--- config.mk ---
export PLATFORM = sky130hd
export DESIGN_NAME = mips_mem_responder
export DESIGN_NICKNAME = d
export VERILOG_FILES = /design/src/rtl/mips_mem_responder.sv
export SDC_FILE = /design/constraint.sdc
export NUM_CORES = 2
export LEC_CHECK = 0
export CELL_PAD_IN_SITES_DETAIL_PLACEMENT = 0
export CELL_PAD_IN_SITES_GLOBAL_PLACEMENT = 1
export CORE_UTILIZATION = 42
export DETAILED_ROUTE_END_ITERATION = 16
export DONT_BUFFER_PORTS = 1
export HOLD_SLACK_MARGIN = 0.1
export PLACE_DENSITY_LB_ADDON = 0.1
export SYNTH_ARGS = -nofsm -noshare
export SYNTH_HDL_FRONTEND = slang
export SYNTH_SLANG_ARGS = --single-unit
--- constraint.sdc ---
create_clock -name clk_i -period 4 [get_ports clk_i]
set_input_delay 1 -clock clk_i [delete_from_list [all_inputs] [get_ports clk_i]]
set_output_delay 1 -clock clk_i [all_outputs]
set_load 0.03 [all_outputs]
--- src/rtl/mips_mem_responder.sv ---
// Wait-state memory responder for a MIPS core: captures a request, waits WAIT_CYCLES, then responds.
// Optional address error checking is enabled by defining MEM_RESP_ERR_CHECK_EN.
`timescale 1ns/1ps

module mips_mem_responder #(
  parameter int unsigned WAIT_CYCLES = 2,
  parameter int unsigned DEPTH_LOG2  = 6
) (
  input  logic        clk_i,
  input  logic        rst_n_i,
  input  logic        req_i,
  input  logic        we_i,
  input  logic [31:0] addr_i,
  input  logic [31:0] wdata_i,
  output logic [31:0] rdata_o,
  output logic        ready_o,
  output logic        err_o
);

  // state   | meaning
  // ST_IDLE | waiting for req; captures we/addr/wdata
  // ST_WAIT | counting down wait states
  // ST_RESP | one-cycle response, ready high
  typedef enum logic [1:0] {ST_IDLE, ST_WAIT, ST_RESP} state_e;

  localparam int unsigned DEPTH    = 2 ** DEPTH_LOG2;
  localparam logic [3:0]  CNT_LOAD = (WAIT_CYCLES > 0) ? 4'(WAIT_CYCLES - 1) : 4'd0;

  state_e      state_q, state_d;
  logic [3:0]  cnt_q, cnt_d;
  logic        we_q, we_d;
  logic [31:0] addr_q, addr_d;
  logic [31:0] wdata_q, wdata_d;
  logic [31:0] rdata_q, rdata_d;
  logic        err_q, err_d;

  logic [31:0] mem_q [DEPTH];

  logic                  acc_we;
  logic [31:0]           acc_addr;
  logic [31:0]           acc_wdata;
  logic [DEPTH_LOG2-1:0] acc_idx;
  logic                  acc_err;
  logic                  enter_resp;
  logic                  mem_we;

  assign acc_idx = acc_addr[DEPTH_LOG2+1:2];

`ifdef MEM_RESP_ERR_CHECK_EN
  assign acc_err = (acc_addr[1:0] != 2'b00) || (acc_addr[31:DEPTH_LOG2+2] != '0);
`else
  logic unused_addr_bits;
  assign unused_addr_bits = ^{acc_addr[31:DEPTH_LOG2+2], acc_addr[1:0]};
  assign acc_err = 1'b0;
`endif

  always_comb begin
    state_d    = state_q;
    cnt_d      = cnt_q;
    we_d       = we_q;
    addr_d     = addr_q;
    wdata_d    = wdata_q;
    rdata_d    = rdata_q;
    err_d      = 1'b0;
    acc_we     = we_q;
    acc_addr   = addr_q;
    acc_wdata  = wdata_q;
    enter_resp = 1'b0;
    mem_we     = 1'b0;

    case (state_q)
      ST_IDLE: begin
        if (req_i) begin
          we_d      = we_i;
          addr_d    = addr_i;
          wdata_d   = wdata_i;
          cnt_d     = CNT_LOAD;
          // With zero wait states the response uses the inputs of this very edge
          acc_we    = we_i;
          acc_addr  = addr_i;
          acc_wdata = wdata_i;
          if (WAIT_CYCLES == 0) enter_resp = 1'b1;
          else                  state_d    = ST_WAIT;
        end
      end
      ST_WAIT: begin
        if (cnt_q == 4'd0) enter_resp = 1'b1;
        else               cnt_d      = cnt_q - 4'd1;
      end
      ST_RESP: state_d = ST_IDLE;
      default: state_d = ST_IDLE;
    endcase

    if (enter_resp) begin
      state_d = ST_RESP;
      err_d   = acc_err;
      if (acc_we) begin
        mem_we  = !acc_err;
        rdata_d = 32'd0;
      end else begin
        rdata_d = acc_err ? 32'd0 : mem_q[acc_idx];
      end
    end
  end

  always_ff @(posedge clk_i or negedge rst_n_i) begin
    if (!rst_n_i) begin
      state_q <= ST_IDLE;
      cnt_q   <= 4'd0;
      we_q    <= 1'b0;
      addr_q  <= 32'd0;
      wdata_q <= 32'd0;
      rdata_q <= 32'd0;
      err_q   <= 1'b0;
    end else begin
      state_q <= state_d;
      cnt_q   <= cnt_d;
      we_q    <= we_d;
      addr_q  <= addr_d;
      wdata_q <= wdata_d;
      rdata_q <= rdata_d;
      err_q   <= err_d;
    end
  end

  // Storage is deliberately not reset; writes are blocked while reset is held
  always_ff @(posedge clk_i) begin
    if (rst_n_i && mem_we) mem_q[acc_idx] <= acc_wdata;
  end

  assign ready_o = (state_q == ST_RESP);
  assign err_o   = err_q;
  assign rdata_o = rdata_q;

endmodule
# After elaboration in Yosys (flattened, before gate mapping)
# Memory sizes are Yosys's and may differ from the RTL's.
# Index checks and enable logic that the tools add are counted.
# totals
wordCells,41
n_memories,1
reg_bits,79
ramBits,2048
# classes
n_reduce_logical,7
n_addsub,1
n_mux,19
n_eq_ne,6
# memory_table
name,depth,word_bits,rd,rd_ports_with_merged_regs,write_ports,line,source
mem_q,64,32,1,0,1,37,logic [31:0] mem_q [DEPTH];
# ops
op,n
$mux W32,3
$mux W8,2
$mux W1,8
$mux W4,2
$pmux W4 S2,1
$ne A2 B2 Y1 const B,3
$logic_not A4 Y1,1
$mux W2,2
$pmux W2 S2,1
$reduce_and A2 Y1,2
$sub A4 B1 Y4 const B,1
$ne A3 B3 Y1 const B,1
$reduce_and A3 Y1,1
$eq A2 B1 Y1 const B,1
$eq A2 B2 Y1 const B,1
$logic_not A2 Y1,1
$reduce_bool A2 Y1,1
$logic_and A1 B1 Y1,1

# Longest topological paths before layout
# logic_depth
depth_word,7
depth_mapped,12
mapped_depth_nobuf,9

# Worst setup path after synthesis
# Ideal clock, no wire load.
# synth_timing
path_kind,input -> register
startpoint,in addr_i[2]
endpoint,"mem mem_q[3][10], enable pin"
t_arrival_ns,4.088
path_stages,8
setup_time_ns,0.421
slack_ns,-0.509
n_path_buf,3
required_ns,3.579
path_cell_list,buf_2 > nor4bb_1 > a21oi_2 > inv_2 > clkbuf_1 > clkbuf_1 > nand3_1 > nor2_1
# synth_between
elab_chain_len,2
# synth_lines
item,line,source
from (decl),13,"input logic [31:0] addr_i,"
$mux W8,73,if (req_i) begin
$mux W8,n/a,
via acc_addr[2],40,logic [31:0] acc_addr;
to (decl),37,
# The timed path passes the listed nets, and every way through them passes these cells.

# Final worst setup path
# layout_timing
startpoint,reg state_q[0]
endpoint,"reg rdata_q[4], in the netlist rdata_o[4]"
# layout_between
elab_chain_len,4
# layout_lines
item,line,source
from (decl),29,"state_e state_q, state_d;"
from (signal assigned),116,state_q <= state_d;
$logic_not A2 Y1,71,case (state_q)
$mux W8,n/a,
$mem_v2 Z64 W32,n/a,
$mux W32,97,if (acc_we) begin
to (signal assigned),121,rdata_q <= rdata_d;
to (decl),34,"logic [31:0] rdata_q, rdata_d;"
# Several ways; a longest one is shown, not always the timed one.
# A chain may end at the register's enable or synchronous reset.

==> reports/summary.md <==
Floorplan
* die outline height: 432 um
* Initial Utilization: 42.3%
* overall die area: 0.186 mm2
* Die Width: 432 um
* ports placed on the boundary: 102
* count of standard-cell rows: 157
* core area: 0.183 mm2

STA
* maximum clock frequency: 290 MHz
* Period minus WS final: 3450 ps
* number of hold violations in the final report: 0
* worst-case setup margin in the final layout: 546 ps
* post-route fraction of the period consumed by the critical path: 86.3%
* Setup Total Neg Slack: 0 ps
* Setup violations, final: 0
* final slew viol count: 0
* RSZ-0062 raised after global routing: false
* Max-Slew Margin vs Limit: 37.4%
* Clock Skew: 22.6 ps
* actual transition at the worst max-transition pin: 940 ps

Setup path
* worst reg2reg endpoint: rdata_o[4]$_DFFE_PN0P_
* internal reg-to-reg setup slack: 550 ps
* data arrival at the endpoint of the critical path: 4230 ps
* category of the worst setup path capture point: flop
* required time worst endpoint: 4780 ps
* FF-to-FF path depth: 9
* critical path fanouts, max: 15
* start-to-end type of the worst setup path: reg2reg
* kind of start point of the critical path: flop
* reg2reg start: state_q[0]$_DFFE_PN0P_

Job
* max-cap violation count: 0

Global routing
* GRT Total Usage: 30.8%
* largest net degree at the start of global routing: 78
* overflow left after global routing: 0
* number of global-route vias before repair: 45500
* antenna violations before repair: 9
* wire length of the first global-routing pass: 390 mm

Detailed routing
* number of detailed-routing iterations run before antenna repair: 5
* remaining number of nets flagged by the antenna check after routing: 0
* violation count after the first detailed-route iteration: 5569
* wire length per cell after detailed routing: 38.5 um
* DRC Markers: 0
* total wirelength of the detailed-routed design: 288 mm
* vias per cell: 6.34
* overall via count from detail_route: 47400

Final layout
* Filler cells: 15000
* most frequent cells in the layout: sky130_fd_sc_hd__edfxtp_1 (2048), sky130_fd_sc_hd__o22ai_1 (665), sky130_fd_sc_hd__buf_4 (317)
* area delta synth->final: 20.0%
* ratio of cells with drive above 1 in the final layout: 18.8%
* nets: 4889
* most common cell after layout, fill and taps aside: sky130_fd_sc_hd__edfxtp_1

Hold path
* terminating pin of the worst hold path: addr_q[3]$_DFF_PN0_
* hold wc startpoint: addr_i[3]
* path class of the lowest-slack min-delay path: in2reg
* count of cells along the worst hold path: 2

Placed design
* Port Buffers: 0
* HPWL after DPL: 166 mm
* Setup WS pre-CTS: 0.924 ps
* global placer's final weighted congestion: 0.822

Clocking
* number of buffers on the longest clock path: 3
* worst-skew pair later-pin latency: 870 ps
* number of levels the H-tree was split into: 4
* CTS clk-pin slew, worst paths: 60 ps
* number of buffers added for setup after CTS: 0
* number of buffers added by the clock tree synthesis step: 217
* CTS tree: built
* master cell of the clock root buffer: sky130_fd_sc_hd__clkbuf_16
* Clock Sink Count: 2125

Yosys
* Warnings, synthesis: 0
* most area-consuming cells after synthesis: sky130_fd_sc_hd__edfxtp_1 (79%), sky130_fd_sc_hd__o22ai_1 (5.4%), sky130_fd_sc_hd__dfrtp_1 (2.5%), sky130_fd_sc_hd__o221ai_1 (1.8%), sky130_fd_sc_hd__o22a_1 (1.7%)
* number of enable-type register cells in the synthesized netlist: 2048
* register bit total from synthesis: 2125
* async set or reset register ratio after synthesis: 3.62%
* commonest register cell after synthesis: sky130_fd_sc_hd__edfxtp_1
* number of distinct library cells after synthesis: 61
* gate count after technology mapping: 4394
* register area share after synthesis: 81.8%
* dominant cell type by area after synthesis: sky130_fd_sc_hd__edfxtp_1
* total standard cell area after synthesis: 0.0775 mm2
* area share of the largest cell type after synthesis: 79.3%
* average cell area after synthesis: 17.6 um2
* Net Count, Synth: 4464

Outcome
* status: finished clean

Power
* total power divided by cell area: 747 mW/mm2
* Leak Pwr: 30.0 nW
* maximum VDD drop: 1.06 mV

==> registers in the layout, indices dropped and copies added (netlist names) <==
name and cells:
we_q 1, wdata_q 32, addr_q 6, cnt_q 4, state_q 2, rdata_o 32, mem_q 2048
==> cells in the mapped netlist (3+ instances only) <==
cell / n
sky130_fd_sc_hd__o211ai_1: 4
sky130_fd_sc_hd__o22ai_1: 665
sky130_fd_sc_hd__clkbuf_1: 133
sky130_fd_sc_hd__o31ai_1: 100
sky130_fd_sc_hd__a211o_1: 3
sky130_fd_sc_hd__o21ai_0: 22
sky130_fd_sc_hd__nor4b_1: 29
sky130_fd_sc_hd__o41ai_1: 17
sky130_fd_sc_hd__nor3b_1: 6
sky130_fd_sc_hd__nor3_1: 113
sky130_fd_sc_hd__nand3b_1: 6
sky130_fd_sc_hd__mux2_2: 8
sky130_fd_sc_hd__mux2i_1: 35
sky130_fd_sc_hd__nand2_1: 252
sky130_fd_sc_hd__a211oi_1: 12
sky130_fd_sc_hd__nand3_1: 43
sky130_fd_sc_hd__or3_1: 17
sky130_fd_sc_hd__buf_1: 26
sky130_fd_sc_hd__nor2b_1: 5
sky130_fd_sc_hd__o22a_1: 149
sky130_fd_sc_hd__o221ai_1: 162
sky130_fd_sc_hd__nand2b_1: 9
sky130_fd_sc_hd__buf_6: 11
sky130_fd_sc_hd__buf_4: 20
sky130_fd_sc_hd__inv_1: 9
sky130_fd_sc_hd__o2111ai_1: 31
sky130_fd_sc_hd__edfxtp_1: 2048
sky130_fd_sc_hd__mux2i_4: 4
sky130_fd_sc_hd__o21a_1: 3
sky130_fd_sc_hd__nor4bb_1: 10
sky130_fd_sc_hd__dfrtp_1: 77
sky130_fd_sc_hd__o41ai_2: 10
sky130_fd_sc_hd__buf_2: 107
sky130_fd_sc_hd__nor2_1: 126
sky130_fd_sc_hd__a31oi_1: 13
sky130_fd_sc_hd__and3_1: 4
sky130_fd_sc_hd__a21o_1: 4
sky130_fd_sc_hd__nor4_1: 26
sky130_fd_sc_hd__a21oi_1: 45
==> report_power, final <==
group	internal, mW	switching [mW]
combinational	6.30	14.2
clock	11.3	8.62
sequential	28.4	0.670
==> worst max-delay path, stage by stage, from the launching register on <==
cell and delay (ps):
sky130_fd_sc_hd__dfrtp_1 460, sky130_fd_sc_hd__or3b_4 610, sky130_fd_sc_hd__mux2i_4 470, sky130_fd_sc_hd__buf_12 260, sky130_fd_sc_hd__buf_12 200, sky130_fd_sc_hd__buf_4 180, sky130_fd_sc_hd__o22ai_1 80, sky130_fd_sc_hd__nor3_1 470
sky130_fd_sc_hd__o22ai_1 260, sky130_fd_sc_hd__o31ai_1 280
==> stage by stage <==
stage	instance area, um2	utilization (%)	std cells	total power, mW	hold slack, ps
finish	93000	50.8	7477	69.5	293
detailed placement	86000	46.9	7062	50.0	498
CTS	93000	50.7	7474	69.7	217
floorplan	77500	-	4394	39.2	462
global route	93000	50.8	7476	71.6	263
global placement	86000	46.9	7062	49.8	487
==> layout make-up <==
class | instances | area [um2] | area share, %
flip-flops and latches | 2125 | 63400 | 68.2
multi-input cells | 1960 | 13400 | 14.4
repair buffers | 503 | 6100 | 6.56
clock buffers | 306 | 6070 | 6.52
well taps | 2464 | 3080 | 3.31
clock inverters | 104 | 915 | 0.983
inverters | 12 | 45.0 | 0.0484
diodes | 3 | 7.51 | 0.00807
==> metal layers <==
metal  routed length (um)  part of all wire (%)  track usage (%)
met5                   58                 0.020                0
met2               138000                    48             50.2
met1               119000                    41             43.0
met3                21400                   7.4             4.46
met4                 8940                   3.1             9.35
==> how the worst max path moves through the flow <==
stage	startpoint	end	depth (start not counted)
global placement	req_i	rdata_o[4]$_DFFE_PN0P_	9
CTS	state_q[0]$_DFFE_PN0P_	rdata_o[4]$_DFFE_PN0P_	9
finish	state_q[0]$_DFFE_PN0P_	rdata_o[4]$_DFFE_PN0P_	9
detailed placement	req_i	rdata_o[4]$_DFFE_PN0P_	9
global route	state_q[0]$_DFFE_PN0P_	rdata_o[4]$_DFFE_PN0P_	9
floorplan	addr_i[2]	mem_q[3][10]$_DFFE_PP_	8
==> logic make-up (layout without fill, tap and decap cells) <==
logic type | count (synthesis) | count (layout) | synth area share [%]
simple gates | 654 | 654 | 3.98
other cells | 1 | 4 | 0.00484
xor+xnor | 2 | 2 | 0.0226
fa+ha+maj | 2 | 2 | 0.0323
compound gates | 1253 | 1253 | 11.6
flops | 2125 | 2125 | 81.8
mux | 48 | 48 | 0.702
buf+inv | 309 | 925 | 1.87
==> repair_timing <==
| item | CTS | global route |
|---|---|---|
| hold endpoints to repair | 77 | 0 |
| hold buffers | 2 | 0 |
| gates resized for setup | 0 | 0 |
No activity file was read; power rests on OpenSTA's default activity.
